[config.mk]
export PLATFORM = sky130hd
export DESIGN_NAME = pc_ctrl
export DESIGN_NICKNAME = d
export VERILOG_FILES = /design/src/rtl/pc_ctrl.sv
export SDC_FILE = /design/constraint.sdc
export NUM_CORES = 1
export LEC_CHECK = 0
export ABC_AREA = 1
export BUFFER_PORTS_ARGS = -buffer_cell sky130_fd_sc_hd__buf_2
export CORE_ASPECT_RATIO = 1.25
export CORE_MARGIN = 2
export CORE_UTILIZATION = 47
export CTS_CLUSTER_DIAMETER = 100
export CTS_CLUSTER_SIZE = 10
export DETAILED_ROUTE_END_ITERATION = 8
export PLACE_DENSITY_LB_ADDON = 0.12
export RECOVER_POWER = 100
export SYNTH_ARGS = -nofsm -noshare
export SYNTH_HDL_FRONTEND = slang
export SYNTH_SLANG_ARGS = --single-unit
[constraint.sdc]
create_clock -name clk -period 3.6 [get_ports clk]
set_clock_uncertainty 0.05 [all_clocks]
set_input_delay 0.54 -clock clk [delete_from_list [all_inputs] [get_ports clk]]
set_output_delay 0.54 -clock clk [all_outputs]
set_load 0.005 [all_outputs]
[src/rtl/pc_ctrl.sv]
// Fetch-side PC owner. It issues fetch requests, applies execute-stage redirects and holds,
// and drives flush/stall for IF/ID and ID/EX. Optional macro: PC_MISALIGN_TRAP_EN (misaligned-redirect trap).
module pc_ctrl #(
    parameter logic [31:0] RESET_PC     = 32'h0000_0000,
    parameter int          FLUSH_CYCLES = 2
) (
    input  logic        clk,
    input  logic        rst,
    input  logic        jump_en_i,
    input  logic [31:0] jump_addr_i,
    input  logic        hold_flag_i,
    output logic        fetch_req_o,
    output logic [31:0] fetch_addr_o,
    input  logic        fetch_gnt_i,
    output logic        inst_valid_o,
    output logic        flush_o,
`ifdef PC_MISALIGN_TRAP_EN
    output logic        misalign_o,
`endif
    output logic        stall_o
);

    localparam logic [1:0] BOOT  = 2'd0;
    localparam logic [1:0] RUN   = 2'd1;
    localparam logic [1:0] FLUSH = 2'd2;
`ifdef PC_MISALIGN_TRAP_EN
    localparam logic [1:0] TRAP  = 2'd3;
`endif

    // The redirect cycle itself is the first flush cycle, so FLUSH needs FLUSH_CYCLES-1 more cycles.
    localparam logic [1:0] CNT_LOAD = (FLUSH_CYCLES > 1) ? 2'(FLUSH_CYCLES - 2) : 2'd0;

    logic [1:0]  state, state_nx;
    logic [1:0]  cnt, cnt_nx;
    logic [31:0] pc, pc_nx;
    logic        req, flush, stall, bad_jump;
    logic [31:0] target;

    assign target = {jump_addr_i[31:2], 2'b00};

`ifdef PC_MISALIGN_TRAP_EN
    assign bad_jump = jump_en_i & (|jump_addr_i[1:0]);
`else
    logic unused_addr_lo;
    assign unused_addr_lo = ^jump_addr_i[1:0];
    assign bad_jump       = 1'b0;
`endif

    always_comb begin
        state_nx = state;
        cnt_nx   = cnt;
        pc_nx    = pc;
        req      = 1'b0;
        flush    = 1'b0;
        stall    = 1'b0;
        case (state)
            BOOT: state_nx = RUN;
            RUN: begin
                if (jump_en_i) begin
                    if (bad_jump) begin
`ifdef PC_MISALIGN_TRAP_EN
                        state_nx = TRAP;
`endif
                    end else begin
                        flush = 1'b1;
                        pc_nx = target;
                        if (FLUSH_CYCLES > 1) begin
                            state_nx = FLUSH;
                            cnt_nx   = CNT_LOAD;
                        end
                    end
                end else if (hold_flag_i) begin
                    stall = 1'b1;
                end else begin
                    req = 1'b1;
                    if (fetch_gnt_i) pc_nx = pc + 32'd4;
                    else             stall = 1'b1;
                end
            end
            FLUSH: begin
                flush = 1'b1;
                if (jump_en_i) begin
                    if (bad_jump) begin
`ifdef PC_MISALIGN_TRAP_EN
                        state_nx = TRAP;
`endif
                    end else begin
                        // A redirect during flush restarts the flush window at the new target.
                        pc_nx  = target;
                        cnt_nx = CNT_LOAD;
                    end
                end else if (cnt == 2'd0) begin
                    state_nx = RUN;
                end else begin
                    cnt_nx = cnt - 2'd1;
                end
            end
`ifdef PC_MISALIGN_TRAP_EN
            TRAP: stall = 1'b1;
`endif
            default: state_nx = BOOT;
        endcase
    end

    always_ff @(posedge clk or negedge rst) begin
        if (!rst) begin
            state <= BOOT;
            cnt   <= 2'd0;
            pc    <= RESET_PC;
        end else begin
            state <= state_nx;
            cnt   <= cnt_nx;
            pc    <= pc_nx;
        end
    end

    assign fetch_req_o  = req;
    assign fetch_addr_o = pc;
    assign flush_o      = flush;
    assign stall_o      = stall;
    assign inst_valid_o = req & fetch_gnt_i & ~flush;
`ifdef PC_MISALIGN_TRAP_EN
    assign misalign_o   = (state == TRAP);
`endif

endmodule

==> run metrics, run 1 <==
drt pass-1 iters 4; Slew Viols, Final 35; WP buf/inv 3; Final ANT Viol Nets 0; Syn-to-layout area delta 17.2%; Power Density between 800 and 900 nW/um2; H-tree levels 2; CTS Sinks 34; nets@finish about 550; first-pass GRT wire length 11300 um; CTS Buffer Depth 2; Total GRT Usage 0.227; Pint ~1.2 mW; maximum clock rate approximately 0.39 GHz; Total Wirelength around 7000 um; actual slew at the worst max-slew pin between 1.5 and 2 ns; hold_buf cts 0; boundary pin count between 70 and 80; final setup TNS 0 ns; layout cells sized above 1 0.143; root buffer selected by CTS clkbuf_8; residual DRC count 0; Via density roughly 5.0; fin cells 575; failing checks capacitance limit, slew limit; Seq cells post-synth 34; worst skew pair latency roughly 0.3 ns; Final Hold Viols 0; number of antenna diodes 0; RSZ-0062 raised after global routing no; Initial Util 0.483; Critical Path Max Stage Delay slightly above 0.7 ns; period utilization 0.718; initial DRC count about 180; total vias in the final route 2849; Slowest-stage cell, CP nor3_4; row cnt 30; fraction of the mapped netlist area in compound gates 0.0800; Simple-Gate Fraction of Synth Area 0.466; Post-Synthesis Cells around 450; Setup crit start kind flip-flop; Leak around 1.6 nW; GRT Residual Overflow 0; setup bufs post-CTS 0; Reg clk slew, reported paths approximately 0.080 ns; largest family of logic cells by synthesized area simple AND/OR/NAND/NOR gates; Mapped Area around 2600 um2; wire length per cell between 10 and 15 um; port bufs 68; largest net degree at the start of global routing 44; Max transition margin -0.327; Max VDD drop 506 uV; syn avg cell area between 5 and 6 um2; Setup Crit Path Kind reg2reg; Placer Congestion 0.828; synthesis warning total 0; CP arrival about 2.8 ns; crit path cell chain inv_1 > ha_1 > inv_1 > nor2_1 > nor3_4 > inv_2 > nor2_1 > nand2_1 > o21ai_0; placed cells between 500 and 600; final setup fails 0; min cycle time layout between 2 and 3 ns; number of global-route vias before repair 2548; die footprint about 6200 um2; Seq pwr share 0.338; Synth Area in Adders 0.0287; Clk network pwr share 0.123; data required time of the worst path 3.76 ns; multiplexer area fraction after synthesis 0; number of max-cap violations 1; Hold Crit Class in2reg; CP max FO 36; dpl hpwl approximately 5000 um; chip height between 80 and 90 um; Synth Area in XOR/XNOR 0.00670; CP endpoint kind flip-flop; switching share of power 0.507; CTS tree yes; Core ar. 5410 um2; library cells used by synthesis 25; Die X 70.7 um; CTS buffer count 5; delay-heaviest family, CP simple AND/OR/NAND/NOR gates; initial antenna violation count 0; Sw Pwr around 1.3 mW; Gate power share 0.538; status finished, violations left; Seq/Total Area, Yosys 0.326; CTS-repair resized insts 0
-- layout make-up --
class | instances | area [um2]
multi-input cells | 352 | 1530
inverters | 48 | 180
clock inverters | 1 | 5.00
repair buffers | 69 | 333
flip-flops and latches | 34 | 851
clock buffers | 7 | 86.3
fillers | 584 | 2340
well taps | 64 | 80.1
-- through the flow --
stage                      util  setup WS (ns)  hold slack, ns  total power [mW]  area, um2
after floorplan               -           1.74           0.194              1.77       2620
after global placement    0.553          0.913           0.430              2.18       2990
after detailed placement  0.553          0.932           0.440              2.21       2990
after CTS                 0.570           1.00           0.313              2.52       3080
after global routing      0.567          0.692           0.465              2.77       3060
final                     0.567           1.02           0.441              2.49       3060
-- synthesized netlist by cell type --
library cell,instances,area share
a21oi_1,8,0.015
a31oi_1,4,0.0096
buf_2,6,0.011
buf_4,2,0.0057
clkbuf_1,4,0.0057
conb_1,1,0.0014
dfrtp_1,34,0.33
ha_1,6,0.029
inv_1,46,0.066
inv_2,2,0.0029
nand2_1,157,0.23
nand2_2,1,0.0024
nand3_1,32,0.061
nand4_1,4,0.0096
nor2_1,102,0.15
nor2_2,2,0.0048
nor3_1,1,0.0019
nor3_4,1,0.0062
nor4_1,1,0.0024
o21ai_0,22,0.042
o21bai_1,2,0.0057
o22ai_1,3,0.0072
or2_2,2,0.0048
xnor2_1,1,0.0034
xor2_1,1,0.0034
-- worst paths after layout --
check / start / endpoint / slack, ns / cells after the start
setup / recovery: state[0]$_DFFE_PN0P_ / fetch_addr_o[15]$_DFFE_PN0P_ / 1.02 / 9
hold / removal: jump_addr_i[4] / fetch_addr_o[4]$_DFFE_PN0P_ / 0.44 / 3
setup reg to reg: state[0]$_DFFE_PN0P_ / fetch_addr_o[15]$_DFFE_PN0P_ / 1.02 / 9
hold reg to reg: cnt[0]$_DFFE_PN0P_ / cnt[0]$_DFFE_PN0P_ / 0.45 / 1
max in group asynchronous: rst / fetch_addr_o[16]$_DFFE_PN0P_ / 1.60 / 1
min in group asynchronous: rst / fetch_addr_o[20]$_DFFE_PN0P_ / 0.74 / 1
-- power by group through the flow --
stage | Clock, mW | Sequential, mW | Combinational (mW)
after floorplan | 0 | 0.793 | 0.979
after global placement | 0 | 0.845 | 1.33
after detailed placement | 0 | 0.851 | 1.36
after CTS | 0.308 | 0.846 | 1.37
after global routing | 0.324 | 0.880 | 1.57
final | 0.308 | 0.843 | 1.34
-- registers in the layout (all words and copies together) (netlist names) --
| name | flops |
|---|---|
| cnt | 2 |
| fetch_addr_o | 30 |
| state | 2 |
-- metal layers --
| metal | vias to the layer above | GRT usage | wire length (um) |
|---|---|---|---|
| li1 | 1507 | - | - |
| met5 | - | 0 | 0 |
| met1 | 1261 | 0.284 | 3160 |
| met3 | 9 | 0.0347 | 315 |
| met2 | 72 | 0.408 | 3350 |
| met4 | 0 | 0.0583 | 72 |
-- cells in the final DEF, fill, tap and decap left out --
| cell type | instances |
|---|---|
| nand2_1 | 158 |
| nor2_1 | 102 |
| buf_2 | 57 |
| inv_1 | 46 |
| dfrtp_1 | 34 |
| nand3_1 | 32 |
| o21ai_0 | 22 |
| clkbuf_1 | 11 |
| a21oi_1 | 8 |
| ha_1 | 6 |
| clkbuf_8 | 6 |
| nand4_1 | 4 |
| a31oi_1 | 4 |
| o22ai_1 | 3 |
| inv_2 | 2 |
| or2_2 | 2 |
| o21bai_1 | 2 |
| conb_1 | 2 |
| clkbuf_2 | 2 |
| nor2_4 | 1 |
| nor3_1 | 1 |
| nor4_1 | 1 |
| nor2_2 | 1 |
| nor3_4 | 1 |
| xnor2_1 | 1 |
| xor2_1 | 1 |
| clkinv_2 | 1 |
-- worst min-delay path, stage by stage --
cell and delay (ns):
buf_2 0.09, nand2_1 0.05, a31oi_1 0.07
-- cells by family after synthesis --
family / Yosys count
simple gates: 303
buf+inv: 60
compound gates: 39
flops: 34
fa+ha+maj: 6
xor+xnor: 2
other cells: 1
Power figures use the tool's default switching activity.
==> run 2, diff against run 1 <==
==> constraint.sdc (replaced) <==
create_clock -name clk -period 2.7 [get_ports clk]
set_clock_uncertainty 0.05 [all_clocks]
set_input_delay 0.405 -clock clk [delete_from_list [all_inputs] [get_ports clk]]
set_output_delay 0.405 -clock clk [all_outputs]
set_load 0.005 [all_outputs]
==> run 2 against run 1 <==
The flow still finishes with violations (capacitance limit, slew limit); setup slack got worse by 0.61 ns; final area barely moved; flip-flop and latch count did not move; critical endpoint is now fetch_addr_o[16]$_DFFE_PN0P_; wire length rose by 2.8%; highest routed layer unchanged; sequential share of layout area barely moved; non-clock buffer count rose by 1; fmax rose by 13%; critical path depth did not move; core utilization barely moved; cell count rose by 0.17%.
==> run metrics, run 2 (same netlist as run 1, synthesis figures left out) <==
initial DRC count 104 (-41%); Core ar. 5410 um2 (unchanged); Via density 4.99 (+0.70%); CTS Sinks 34 (unchanged); CP arrival 2.39 ns (-0.36 ns); Power Density 1090 nW/um2 (+33%); Setup crit start kind flip-flop; Hold Crit Class in2reg; Max transition margin -0.346 (-0.0188); hold_buf cts 0 (unchanged); Max VDD drop 765 uV (+51%); Hold WS 0.312 ns (-0.129 ns); Final Hold Viols 0 (unchanged); nets@finish 555 (+0.36%); CP endpoint kind flip-flop; min cycle time layout 2.29 ns (-0.291 ns); total vias in the final route 2874 (+0.88%); Setup Crit Path Kind reg2reg; Leak 1.57 nW (-0.54%); RSZ-0062 raised after global routing no; fin worst setup slack 0.407 ns (-0.609 ns); Die X 70.7 um (unchanged); number of antenna diodes 0 (unchanged); worst skew pair latency 0.29 ns (about the same); CTS Buffer Depth 2 (unchanged); Final ANT Viol Nets 0 (unchanged); actual slew at the worst max-slew pin 2.02 ns (+0.0281 ns); CP max FO 36 (unchanged); Placer Congestion 0.859 (+3.6%); H-tree levels 2 (unchanged); wire length per cell 12.3 um (+2.6%); Slew Viols, Final 35 (unchanged); residual DRC count 0 (unchanged); number of max-cap violations 1 (unchanged); GRT Residual Overflow 0 (unchanged); root buffer selected by CTS clkbuf_8; most frequent cells in the layout 158 x nand2_1, 102 x nor2_1, 56 x buf_2, 46 x inv_1, 34 x dfrtp_1; failing checks capacitance limit, slew limit; number of global-route vias before repair 2610 (+2.4%); max reg flops 30 (unchanged); placed cells 568 (+0.18%); crit path cell chain inv_1 > ha_1 > inv_1 > nor2_1 > nor3_4 > inv_2 > nor2_1 > nand2_1 > o21ai_0; Reg clk slew, reported paths 0.07 ns (about the same); largest net degree at the start of global routing 37 (-16%); chip height 87.4 um (unchanged); layout cells sized above 1 0.139 (-0.00419); maximum clock rate 0.436 GHz (+13%); Total GRT Usage 0.233 (+0.00536); Slowest-stage cell, CP inv_2; row cnt 30 (unchanged); initial antenna violation count 0 (unchanged); final setup TNS 0 ns (unchanged); dpl hpwl 5180 um (+3.0%); most common cell after layout, fill and taps aside nand2_1; port bufs 68 (unchanged); fin cells 576 (+0.17%); CTS tree yes; period utilization 0.849 (+0.131); Total Wirelength 7090 um (+2.8%); pre-CTS setup slack 0.155 ns (-0.778 ns); drt pass-1 iters 4 (unchanged); data required time of the worst path 2.80 ns (-0.96 ns); Initial Util 0.483 (unchanged); Final Util 0.567 (about the same); status finished, violations left; Syn-to-layout area delta 17.3% (about the same); boundary pin count 73 (unchanged); CTS buffer count 5 (unchanged); first-pass GRT wire length 11500 um (+1.7%); Critical Path Max Stage Delay 0.46 ns (-0.26 ns); die footprint 6170 um2 (unchanged); final setup fails 0 (unchanged)
[run 2: where the power goes]
group,internal [mW],leakage (nW),switching [mW]
Combinational,0.668,1.13,1.16
Clock,0.178,0.0383,0.195
Sequential,0.771,0.405,0.356
[run 2: final cells by class]
| cell class | instances | area [um2] |
|---|---|---|
| tap | 64 | 80.1 |
| timing repair buffer | 70 | 340 |
| clock buffer | 7 | 76.3 |
| sequential | 34 | 851 |
| multi-input combinational | 353 | 1540 |
| inverter | 48 | 180 |
| fill | 586 | 2340 |
[run 2: worst max-delay path, delay by kind of cell (launching register included)]
kind | cells | cell delay, ns
fa+ha+maj | 1 | 0.28
compound gates | 1 | 0.07
buf+inv | 3 | 0.62
flops | 1 | 0.41
simple gates | 4 | 0.70
[run 2: stage by stage]
stage	total power, mW	cell area (um2)
detailed placement	2.96	3000
floorplan	2.36	2620
global placement	2.91	3000
CTS	3.34	3080
finish	3.33	3070
global route	3.68	3070
[run 2: metal layers]
layer / vias up / part of all wire / global-route usage
li1: 1507 / - / -
met1: 1290 / 0.44 / 0.280
met2: 68 / 0.50 / 0.418
met3: 9 / 0.041 / 0.0394
met4: 0 / 0.014 / 0.0789
met5: - / 0 / 0
[run 2: what timing repair did]
action / CTS / global route
setup buffers: 0 / 0
gates resized for setup: 0 / 0
endpoints found under the setup margin: 0 / 22
[run 2: path summary, 6_finish.rpt]
path	startpoint	endpoint	slack [ns]	cells past startpoint
max	state[0]$_DFFE_PN0P_	fetch_addr_o[16]$_DFFE_PN0P_	0.41	9
min	jump_addr_i[4]	fetch_addr_o[4]$_DFFE_PN0P_	0.31	3
max reg2reg	state[0]$_DFFE_PN0P_	fetch_addr_o[16]$_DFFE_PN0P_	0.41	9
min reg2reg	cnt[0]$_DFFE_PN0P_	cnt[0]$_DFFE_PN0P_	0.46	1
max in group asynchronous	rst	fetch_addr_o[11]$_DFFE_PN0P_	0.81	1
min in group asynchronous	rst	fetch_addr_o[12]$_DFFE_PN0P_	0.63	1
